<file path="config.mk">
export PLATFORM = sky130hd
export DESIGN_NAME = mem_copy_engine
export DESIGN_NICKNAME = d
export VERILOG_FILES = /design/src/rtl/mem_copy_pkg.sv /design/src/rtl/mcp_addr_step.sv /design/src/rtl/mem_copy_engine.sv
export SDC_FILE = /design/constraint.sdc
export NUM_CORES = 1
export LEC_CHECK = 0
export CAP_MARGIN = 20
export CORE_AREA = 3 3 144 76
export CTS_BUF_LIST = sky130_fd_sc_hd__clkbuf_4
export DETAILED_ROUTE_END_ITERATION = 8
export DIE_AREA = 0 0 147 79
export SYNTH_ARGS = -nofsm -noshare
export SYNTH_HDL_FRONTEND = slang
export SYNTH_SLANG_ARGS = --single-unit
</file>
<file path="constraint.sdc">
create_clock -name CLK -period 2.5 [get_ports CLK]
set_clock_uncertainty 0.15 [all_clocks]
set_input_delay 0.375 -clock CLK [delete_from_list [all_inputs] [get_ports CLK]]
set_output_delay 0.375 -clock CLK [all_outputs]
set_load 0.02 [all_outputs]
</file>
<file path="src/rtl/mem_copy_pkg.sv">
// ============================================================================
// mem_copy_pkg : shared types and widths for the memory copy/fill engine
// Revision 1.0
// ============================================================================
`default_nettype none

package mem_copy_pkg;
  localparam int ADDR_W = 8;
  localparam int DATA_W = 8;

  typedef enum logic [1:0] {
    IDLE  = 2'd0,
    READ  = 2'd1,
    WRITE = 2'd2,
    DONE  = 2'd3
  } state_t;

  typedef enum logic {
    COPY = 1'b0,
    FILL = 1'b1
  } mode_t;
endpackage

`default_nettype wire

</file>
<file path="src/rtl/mcp_addr_step.sv">
// ============================================================================
// mcp_addr_step : loadable 8-bit address register stepping +1/-1, modulo 256
// Revision 1.0
// ============================================================================
`default_nettype none

module mcp_addr_step
  import mem_copy_pkg::*;
(
  input  logic              clk,
  input  logic              rst_n,
  input  logic              i_load,
  input  logic [ADDR_W-1:0] i_load_addr,
  input  logic              i_step,
  input  logic              i_down,
  output logic [ADDR_W-1:0] o_addr
);

  localparam logic [ADDR_W-1:0] C_ONE = ADDR_W'(1);

  logic [ADDR_W-1:0] r_addr;

  always_ff @(posedge clk) begin
    if (!rst_n) begin
      r_addr <= '0;
    end else if (i_load) begin
      r_addr <= i_load_addr;
    end else if (i_step) begin
      r_addr <= i_down ? (r_addr - C_ONE) : (r_addr + C_ONE);
    end
  end

  assign o_addr = r_addr;

endmodule

`default_nettype wire

</file>
<file path="src/rtl/mem_copy_engine.sv">
// ============================================================================
// mem_copy_engine : byte COPY/FILL engine driving a single 8-bit memory port
// Revision 1.0
// ============================================================================
`default_nettype none

module mem_copy_engine
  import mem_copy_pkg::*;
(
  input  logic              CLK,
  input  logic              ResetN,
  input  logic              Start,
  input  logic              Mode,
  input  logic              Descend,
  input  logic [ADDR_W-1:0] SrcAddr,
  input  logic [ADDR_W-1:0] DstAddr,
  input  logic [ADDR_W-1:0] Length,
  input  logic [DATA_W-1:0] FillValue,
  output logic [ADDR_W-1:0] DataAddress,
  output logic              ReadMem,
  output logic              WriteMem,
  output logic [DATA_W-1:0] DataIn,
  input  logic [DATA_W-1:0] DataOut,
  output logic              Busy,
  output logic              Done
);

  localparam logic [ADDR_W-1:0] C_LEN_ONE = ADDR_W'(1);

  state_t            r_state;
  mode_t             r_mode;
  logic              r_desc;
  logic [ADDR_W-1:0] r_rem;
  logic [DATA_W-1:0] r_data;
  logic [DATA_W-1:0] r_fill;
  logic              r_read_mem;
  logic              r_write_mem;
  logic              r_busy;
  logic              r_done;

  logic              w_accept;
  logic              w_step;
  logic [ADDR_W-1:0] w_src;
  logic [ADDR_W-1:0] w_dst;

  assign w_accept = (r_state == IDLE) && Start;
  assign w_step   = (r_state == WRITE);

  mcp_addr_step u_src_step (
    .clk         (CLK),
    .rst_n       (ResetN),
    .i_load      (w_accept),
    .i_load_addr (SrcAddr),
    .i_step      (w_step),
    .i_down      (r_desc),
    .o_addr      (w_src)
  );

  mcp_addr_step u_dst_step (
    .clk         (CLK),
    .rst_n       (ResetN),
    .i_load      (w_accept),
    .i_load_addr (DstAddr),
    .i_step      (w_step),
    .i_down      (r_desc),
    .o_addr      (w_dst)
  );

  always_ff @(posedge CLK) begin
    if (!ResetN) begin
      r_state     <= IDLE;
      r_mode      <= COPY;
      r_desc      <= 1'b0;
      r_rem       <= '0;
      r_data      <= '0;
      r_fill      <= '0;
      r_read_mem  <= 1'b0;
      r_write_mem <= 1'b0;
      r_busy      <= 1'b0;
      r_done      <= 1'b0;
    end else begin
      r_done <= 1'b0;
      case (r_state)
        IDLE: begin
          if (Start) begin
            r_mode <= mode_t'(Mode);
            r_desc <= Descend;
            r_rem  <= Length;
            r_fill <= FillValue;
            if (Length == '0) begin
              r_state <= DONE;
              r_done  <= 1'b1;
            end else if (mode_t'(Mode) == COPY) begin
              r_state    <= READ;
              r_busy     <= 1'b1;
              r_read_mem <= 1'b1;
            end else begin
              r_state     <= WRITE;
              r_busy      <= 1'b1;
              r_write_mem <= 1'b1;
            end
          end
        end
        READ: begin
          r_data      <= DataOut;
          r_state     <= WRITE;
          r_read_mem  <= 1'b0;
          r_write_mem <= 1'b1;
        end
        WRITE: begin
          r_rem <= r_rem - C_LEN_ONE;
          if (r_rem == C_LEN_ONE) begin
            r_state     <= DONE;
            r_write_mem <= 1'b0;
            r_busy      <= 1'b0;
            r_done      <= 1'b1;
          end else if (r_mode == COPY) begin
            r_state     <= READ;
            r_write_mem <= 1'b0;
            r_read_mem  <= 1'b1;
          end
        end
        DONE: begin
          r_state <= IDLE;
        end
        default: begin
          r_state <= IDLE;
        end
      endcase
    end
  end

  // Address and write data are pure decodes of registered state, so they are
  // zero outside READ/WRITE without extra output registers.
  always_comb begin
    DataAddress = '0;
    DataIn      = '0;
    case (r_state)
      READ: begin
        DataAddress = w_src;
      end
      WRITE: begin
        DataAddress = w_dst;
        DataIn      = (r_mode == FILL) ? r_fill : r_data;
      end
      default: begin
        DataAddress = '0;
      end
    endcase
  end

  assign ReadMem  = r_read_mem;
  assign WriteMem = r_write_mem;
  assign Busy     = r_busy;
  assign Done     = r_done;

endmodule

`default_nettype wire

</file>
# Yosys cells after proc, flatten, opt, wreduce, memory -nomap -nowiden
# Index checks and enable logic that the tools add are counted.
[classes] order_cmp=0 n_reduce_logical=12 n_mux=37 multipliers=0 n_bitwise=0 n_eq_ne=12 n_div=0 n_addsub=5 shifts=0
[op_table] cell="8-bit 2-to-1 mux" count=9
[op_table] cell="8-bit one-hot mux with 2 select lines" count=2
[op_table] cell="8-bit by 1-bit subtractor with 8-bit output, second input constant" count=3
[op_table] cell="8-bit by 1-bit adder with 8-bit output, second input constant" count=2
[op_table] cell="1-bit 2-to-1 mux" count=16
[op_table] cell="2-bit != test, second input constant" count=7
[op_table] cell="2-bit 2-to-1 mux" count=5
[op_table] cell="8-bit by 1-bit == test with 1-bit output, second input constant" count=1
[op_table] cell="8-bit logical NOT" count=1
[op_table] cell="2-bit one-hot mux with 4 select lines" count=1
[op_table] cell="1-bit one-hot mux with 3 select lines" count=2
[op_table] cell="2-bit AND reduction" count=3
[op_table] cell="6-bit AND reduction" count=1
[op_table] cell="5-bit AND reduction" count=1
[op_table] cell="2-bit == test, second input constant" count=2
[op_table] cell="1-bit one-hot mux with 2 select lines" count=2
[op_table] cell="4-bit AND reduction" count=1
[op_table] cell="2-bit nonzero test" count=2
[op_table] cell="3-bit != test, second input constant" count=1
[op_table] cell="3-bit nonzero test" count=1
[op_table] cell="2-bit by 1-bit == test with 1-bit output, second input constant" count=1
[op_table] cell="2-bit logical NOT" count=1
[op_table] cell="1-bit logical AND" count=1
[totals] mem_bits_rw=0 elab_cells=78 regBits=48 n_memories=0 out_inout_bits=20 latch_bits=0 inputBits=45 rom_bits=0

# Logic depth before layout (Yosys ltp)
# Gate-level depths: netlist of run 1.
[depth] word_depth=4 depth_mapped=9 ltp_nobuf=7

# Hierarchy
# From an unflattened synthesis of run 1, not the netlist that was laid out.
[hier_totals] hier_cells=402 hier_area_um2=3198.1
[by_module_without_submodules] module="mem_copy_engine" area_each_um2=1764.2 seq_area_each_um2=640.6 instances=1 cells_per_inst=222
[by_module_without_submodules] module="mcp_addr_step" area_each_um2=716.9 seq_area_each_um2=160.2 instances=2 cells_per_inst=90

# Least setup slack after synthesis of run 1
# No wires, ideal clock.
[synth_timing] path_type="reg-to-output" startpoint="register r_state[0]" endpoint="output port DataAddress[0]" n_path_buf=3 t_arrival_ns=1.681 path_stages_with_launch=8 t_required_ns=1.975 path_slack_ns=0.294 path_cell_list="dfxtp_1 > inv_1 > ha_1 > buf_2 > clkbuf_1 > clkbuf_1 > a22oi_1 > nor2b_1"
[synth_between] elab_chain_len=2 elab_cells_between_ends=3 cone_classes="eq/ne (2); mux (1)"
[synth_rtl] item="from (decl)" line_no="mem_copy_engine.sv:30" text="state_t r_state;"
[synth_rtl] item="from (signal assigned)" line_no="mem_copy_engine.sv:71" text="r_state <= IDLE;"
[synth_rtl] item="from (signal assigned)" line_no="mem_copy_engine.sv:91" text="r_state <= DONE;"
[synth_rtl] item="from (signal assigned)" line_no="mem_copy_engine.sv:94" text="r_state <= READ;"
[synth_rtl] item="2-bit == test or 2-bit by 1-bit == test with 1-bit output (tied branches)" line_no="mem_copy_engine.sv:138" text="case (r_state)"
[synth_rtl] item="8-bit one-hot mux with 2 select lines *" line_no="mem_copy_engine.sv:138"
[synth_rtl] item="to (decl)" line_no="mem_copy_engine.sv:19" text="output logic [ADDR_W-1:0] DataAddress,"
# Mark *: on every way between the ends. The rest lies on a longest branch, timed or not.

# Worst setup path in the final report of run 1
[layout_timing] startpoint="register r_state[0]" endpoint="output port DataAddress[7]"
# The elaborated chain is that of the path after synthesis.

==> results.ini, run 1 <==
[sta]
min_period_ns=2.39
drv_slew=0
worstMarginPinSlew_ns=0.589
max_slew_margin_pct=60.6
rsz0062_at_grt=no
whs_ns=0.323
period_share_pct=95.5
final_hold_viol_count=0
setup_tns_ns=0
setup_viol=0
max_freq_mhz=419

[cts]
hold_buffers=0
clock_sinks=48
clk_pin_slew_ns=0.16
h-tree-depth=2
post_cts_buffers=0
cts_buffers=5
clock_latency_ns=0.39
clockBufferDepth=2
cts_root_buffer=clkbuf_4
cts_tree=built

[power_and_ir_drop]
intPower_w=0.00186
power.switching_w=0.00125
peakVddDrop_mv=0.269
p_leak_nw=1.66
swShare_pct=40.1
power.density_nw_per_um2=744
power_frac_comb_pct=49.1
clockPowerShare_pct=16.0
pwr-share-seq_pct=34.9

[min_path]
holdCritPathClass=flop to flop

[synth]
ys_seq_area_share_pct=29.9
synthArstFlopShare_pct=0
syn_nets=457
yosys-top-cells-area=dfxtp_1 30%, ha_1 7.0%, mux2i_1 6.8%
synth_seq_cells=48
yosysUniqueCellTypes=56
synth_top_area_cell=dfxtp_1
synth_cells=392
syn_area_um2=3220
ys.flop_type=dfxtp_1
yosysWarnings=0
avgSynthCellArea_um2=8.21
synth_edf_count=0
synth_top_area_share_pct=29.9

[run]
maxCapViolations=0

[setup_path]
crit_slowest_cell=dfxtp_1
critPathTopFamily=buffers and inverters
crit_chain=inv_1, ha_4, buf_4, a22oi_1, nor2b_1, dlygate4sd2_1
crit_required_ns=1.98
end_kind=primary output
critical_path_arrival_ns=1.86
critPathMaxFanout=13
crit_buf_inv=3
slowest_delay_ns=0.41
start_kind=flop
path_class=flop to primary output

[cells_and_area]
final_net_count=525
fin_cells=596
area_growth_pct=29.9
layout_commonest_cell=nand2_1
num_antenna_cells=0
final_cell_mix=49 x nand2_1, 48 x clkdlybuf4s50_1, 47 x dfxtp_1
layout-drive-gt1-share_pct=9.11
fillers=986

[placed_design]
gp_congestion=0.784
dp_cells=588
dp_hpwl_um=6390
port_buffers=64

[drt]
drt_iter0_drc=146
avgRoutedWirePerCell_um=14.1
drt_pass1_iterations=4
antenna_left=0
wl_um=8410
vias_per_cell=4.99
dr_total_vias=2972
drc_errors=0

[die]
start_util_pct=33.6
die_w_um=147
dieHeight_um=79
dieArea_um2=11600
coreArea_um2=9570
rows=25
io_pins=65

[grt]
overflow=0
antenna_found_initial=0
grt_usage_pct=14.8
first_global_vias=2885
grt_pass1_wl_um=14200
grt_max_degree=29

[status]
status=finished clean

==> logic make-up (layout without fill, tap and decap cells) <==
family	after synthesis	in the layout	share of synthesized area, %
adder cells (fa/ha/maj)	20	20	8.25
flip-flops	48	48	29.9
XOR/XNOR	6	6	1.63
AND/OR/NAND/NOR	139	139	23.1
AO/OA/AOI/OAI	119	119	25.4
multiplexers	23	23	7.20
buffers and inverters	37	106	4.47
==> what timing repair did <==
item / in CTS / in global routing
resized for setup: 19 / 5
endpoints found under the setup margin: 16 / 2
endpoints found under the hold margin: 0 / 0
==> routing by layer <==
| layer | vias up | track usage (%) | part of all wire (%) |
|---|---|---|---|
| met3 | 5 | 2.96 | 3.8 |
| met5 | - | 0 | 0 |
| met1 | 1357 | 21.3 | 52 |
| met4 | 0 | 2.79 | 0.55 |
| li1 | 1549 | - | - |
| met2 | 61 | 23.2 | 44 |
==> layout make-up <==
class	count	area, um^2	area share [%]
multi-input combinational	307	2130	50.9
sequential	48	965	23.1
inverter	14	52.6	1.26
clock buffer	5	37.5	0.898
timing repair buffer	84	782	18.7
clock inverter	3	47.5	1.14
tap	135	169	4.04
==> worst reg2reg max path, cell delays in order (launching register included) <==
cell and delay, ns:
dfxtp_1 0.35, buf_12 0.15, ha_1 0.33, a211oi_2 0.29, nor3_1 0.13, or4_1 0.50
a21oi_1 0.15, nand3b_1 0.11
==> through the flow <==
stage | util (%) | setup WS [ns] | area [um^2] | power (W)
CTS | 43.7 | 0.0590 | 4180 | 0.00314
floorplan | - | 0.294 | 3220 | 0.00213
global placement | 42.8 | 0.202 | 4100 | 0.00261
detailed placement | 42.8 | 0.172 | 4100 | 0.00262
finish | 43.7 | 0.113 | 4180 | 0.00311
global route | 43.7 | 0.00372 | 4180 | 0.00336
==> cells in the mapped netlist, drive strengths merged (5+ instances only) <==
cell type,number
nand3,6
buf,9
nor2,12
xnor2,6
o21a,6
o21ai,22
ha,18
nor3,5
a21boi,15
o211ai,5
inv,14
dfxtp,48
mux2i,22
a21oi,27
clkbuf,14
nand3b,5
and3,6
a22oi,8
nor2b,34
or3,5
o211a,5
nand2,49
o311ai,5
==> flip-flops by register name (all words and copies together), names as in the netlist <==
name / flops
r_state: 2
u_src_step.o_addr: 8
r_desc: 1
u_dst_step.o_addr: 8
r_rem: 8
Done: 1
WriteMem: 1
r_fill: 8
Busy: 1
r_data: 8
ReadMem: 1
r_mode: 1
==> worst paths after layout <==
path	cells past startpoint	from	end	slack, ns
hold / removal	2	r_fill[4]$_SDFFE_PN0P_	r_fill[4]$_SDFFE_PN0P_	0.32
setup reg to reg	7	r_desc$_SDFFE_PN0P_	u_dst_step.o_addr[7]$_SDFFE_PN0P_	0.30
hold reg to reg	2	r_fill[4]$_SDFFE_PN0P_	r_fill[4]$_SDFFE_PN0P_	0.32
setup / recovery	6	r_state[0]$_SDFFE_PN0P_	DataAddress[7]	0.11
==> power by group through the flow <==
stage                     Clock, W  Sequential (W)  Combinational, W
final                     0.000498         0.00109           0.00153
after global routing      0.000544         0.00111           0.00171
after CTS                 0.000521         0.00108           0.00153
after detailed placement         0         0.00110           0.00152
after global placement           0         0.00110           0.00151
after floorplan                  0         0.00107           0.00105
(Power assumes the default switching activity.)
==> run 2, diff against run 1 <==
- GPL_ROUTABILITY_DRIVEN: not set -> 0
==> results of run 2 <==
The final DEF is identical to that of run 1; final timing and power are the same.
==> run 3, diff against run 2 <==
- CORE_AREA: 3 3 144 76 -> 10 10 151 83
- DIE_AREA: 0 0 147 79 -> 0 0 161 93
==> results.ini, run 3 (synthesis gave the netlist of run 1 again) <==
[status]
status=finished clean

[drt]
dr_total_vias=3087
drt_pass1_iterations=4
vias_per_cell=5.16
drt_iter0_drc=169
avgRoutedWirePerCell_um=16.0
wl_um=9570
antenna_left=0
drc_errors=0

[sta]
setup_viol=0
max_freq_mhz=423
period_share_pct=94.5
rsz0062_at_grt=no
worstMarginPinSlew_ns=0.415
max_slew_margin_pct=71.9
min_period_ns=2.36
setup_tns_ns=0
drv_slew=0
final_hold_viol_count=0

[die]
coreArea_um2=9950
io_pins=65
start_util_pct=32.3
die_w_um=161
dieHeight_um=93
rows=26
dieArea_um2=15000

[cells_and_area]
stdcell_area_um2=4130
fin_cells=598
layout_commonest_cell=nand2_1
layout-drive-gt1-share_pct=9.61
final_net_count=522
num_antenna_cells=0
area_growth_pct=28.4
final_cell_mix=49 x nand2_1, 48 x dfxtp_1, 48 x clkdlybuf4s50_1

[placed_design]
port_buffers=64
place_area_um2=4080
dp_hpwl_um=7250
dp_cells=590

[setup_path]
reg2reg_from=r_desc$_SDFFE_PN0P_
start_kind=flop
crit_required_ns=1.98
path_class=flop to primary output
crit_path_end=DataAddress[2]
startpoint=r_state[0]$_SDFFE_PN0P_
end_kind=primary output
critical_path_arrival_ns=1.84
r2r_end=u_dst_step.o_addr[7]$_SDFFE_PN0P_
critPathMaxFanout=38
rrSetupSlack_ns=0.33
ff2ff_path_depth=7

[grt]
antenna_found_initial=0
overflow=0
grt_pass1_wl_um=15600
grt_max_degree=39
first_global_vias=2953
grt_usage_pct=12.6

[cts]
post_cts_buffers=0
cts_root_buffer=clkbuf_4
cts_tree=built
clock_sinks=48
clock_latency_ns=0.39
h-tree-depth=2
cts_buffers=5
clk_pin_slew_ns=0.16
clockBufferDepth=2

[min_path]
holdCritPathClass=flop to flop
holdPathStages=2

[run]
maxCapViolations=0

[power_and_ir_drop]
power.density_nw_per_um2=760
p_leak_nw=1.62
peakVddDrop_mv=0.243

## run 3: layer usage
layer  track usage (%)  part of all wire (%)  vias up
li1                  -                     -     1551
met1              18.6                    55     1448
met2              17.7                    39       78
met3              3.28                   5.1       10
met4              2.41                  0.79        0
met5                 0                     0        -
## run 3: power breakdown
group          switching, W  internal (W)
Clock              0.000290      0.000214
Combinational      0.000839      0.000704
Sequential         0.000165      0.000927
Total               0.00129       0.00185
## run 3: final cells by class
class                   count  area (um^2)
inverters                  14         52.6
well taps                 140          175
repair buffers             81          738
flip-flops and latches     48          961
clock inverters             3         46.3
clock buffers               5         37.5
multi-input cells         307         2120
fillers                  1018         5820
## run 3: worst min-delay path by stage
stage	slack, ns	from	endpoint
2_1_floorplan	0.29	r_fill[1]$_SDFFE_PN0P_	r_fill[1]$_SDFFE_PN0P_
3_3_place_gp	0.30	r_fill[6]$_SDFFE_PN0P_	r_fill[6]$_SDFFE_PN0P_
3_5_place_dp	0.31	r_fill[0]$_SDFFE_PN0P_	r_fill[0]$_SDFFE_PN0P_
4_1_cts	0.33	r_fill[0]$_SDFFE_PN0P_	r_fill[0]$_SDFFE_PN0P_
5_1_grt	0.34	FillValue[6]	r_fill[6]$_SDFFE_PN0P_
6_report	0.32	r_fill[0]$_SDFFE_PN0P_	r_fill[0]$_SDFFE_PN0P_
## run 3: metrics by stage
stage / setup WS [ns] / power [W] / util [%] / hold slack [ns]
final: 0.138 / 0.00314 / 41.5 / 0.321
after CTS: 0.0696 / 0.00316 / 41.7 / 0.326
after global placement: 0.190 / 0.00261 / 41.0 / 0.301
after global routing: 0.0118 / 0.00338 / 41.5 / 0.341
after floorplan: 0.294 / 0.00213 / - / 0.293
after detailed placement: 0.152 / 0.00264 / 41.0 / 0.307
## run 3: timing repair
action | 4_1_cts | 5_1_grt
hold endpoints to repair | 0 | 0
endpoints found under the setup margin | 16 | 6
hold buffers | 0 | 0
resized for setup | 18 | 12
pin swaps | 0 | 0
## run 3: worst max-delay path, stage by stage, from the launching register on
cell and delay (ns):
dfxtp_1 0.38, inv_1 0.10, ha_2 0.21, buf_12 0.20
a22oi_1 0.09, nor2b_1 0.11, dlygate4sd2_1 0.34
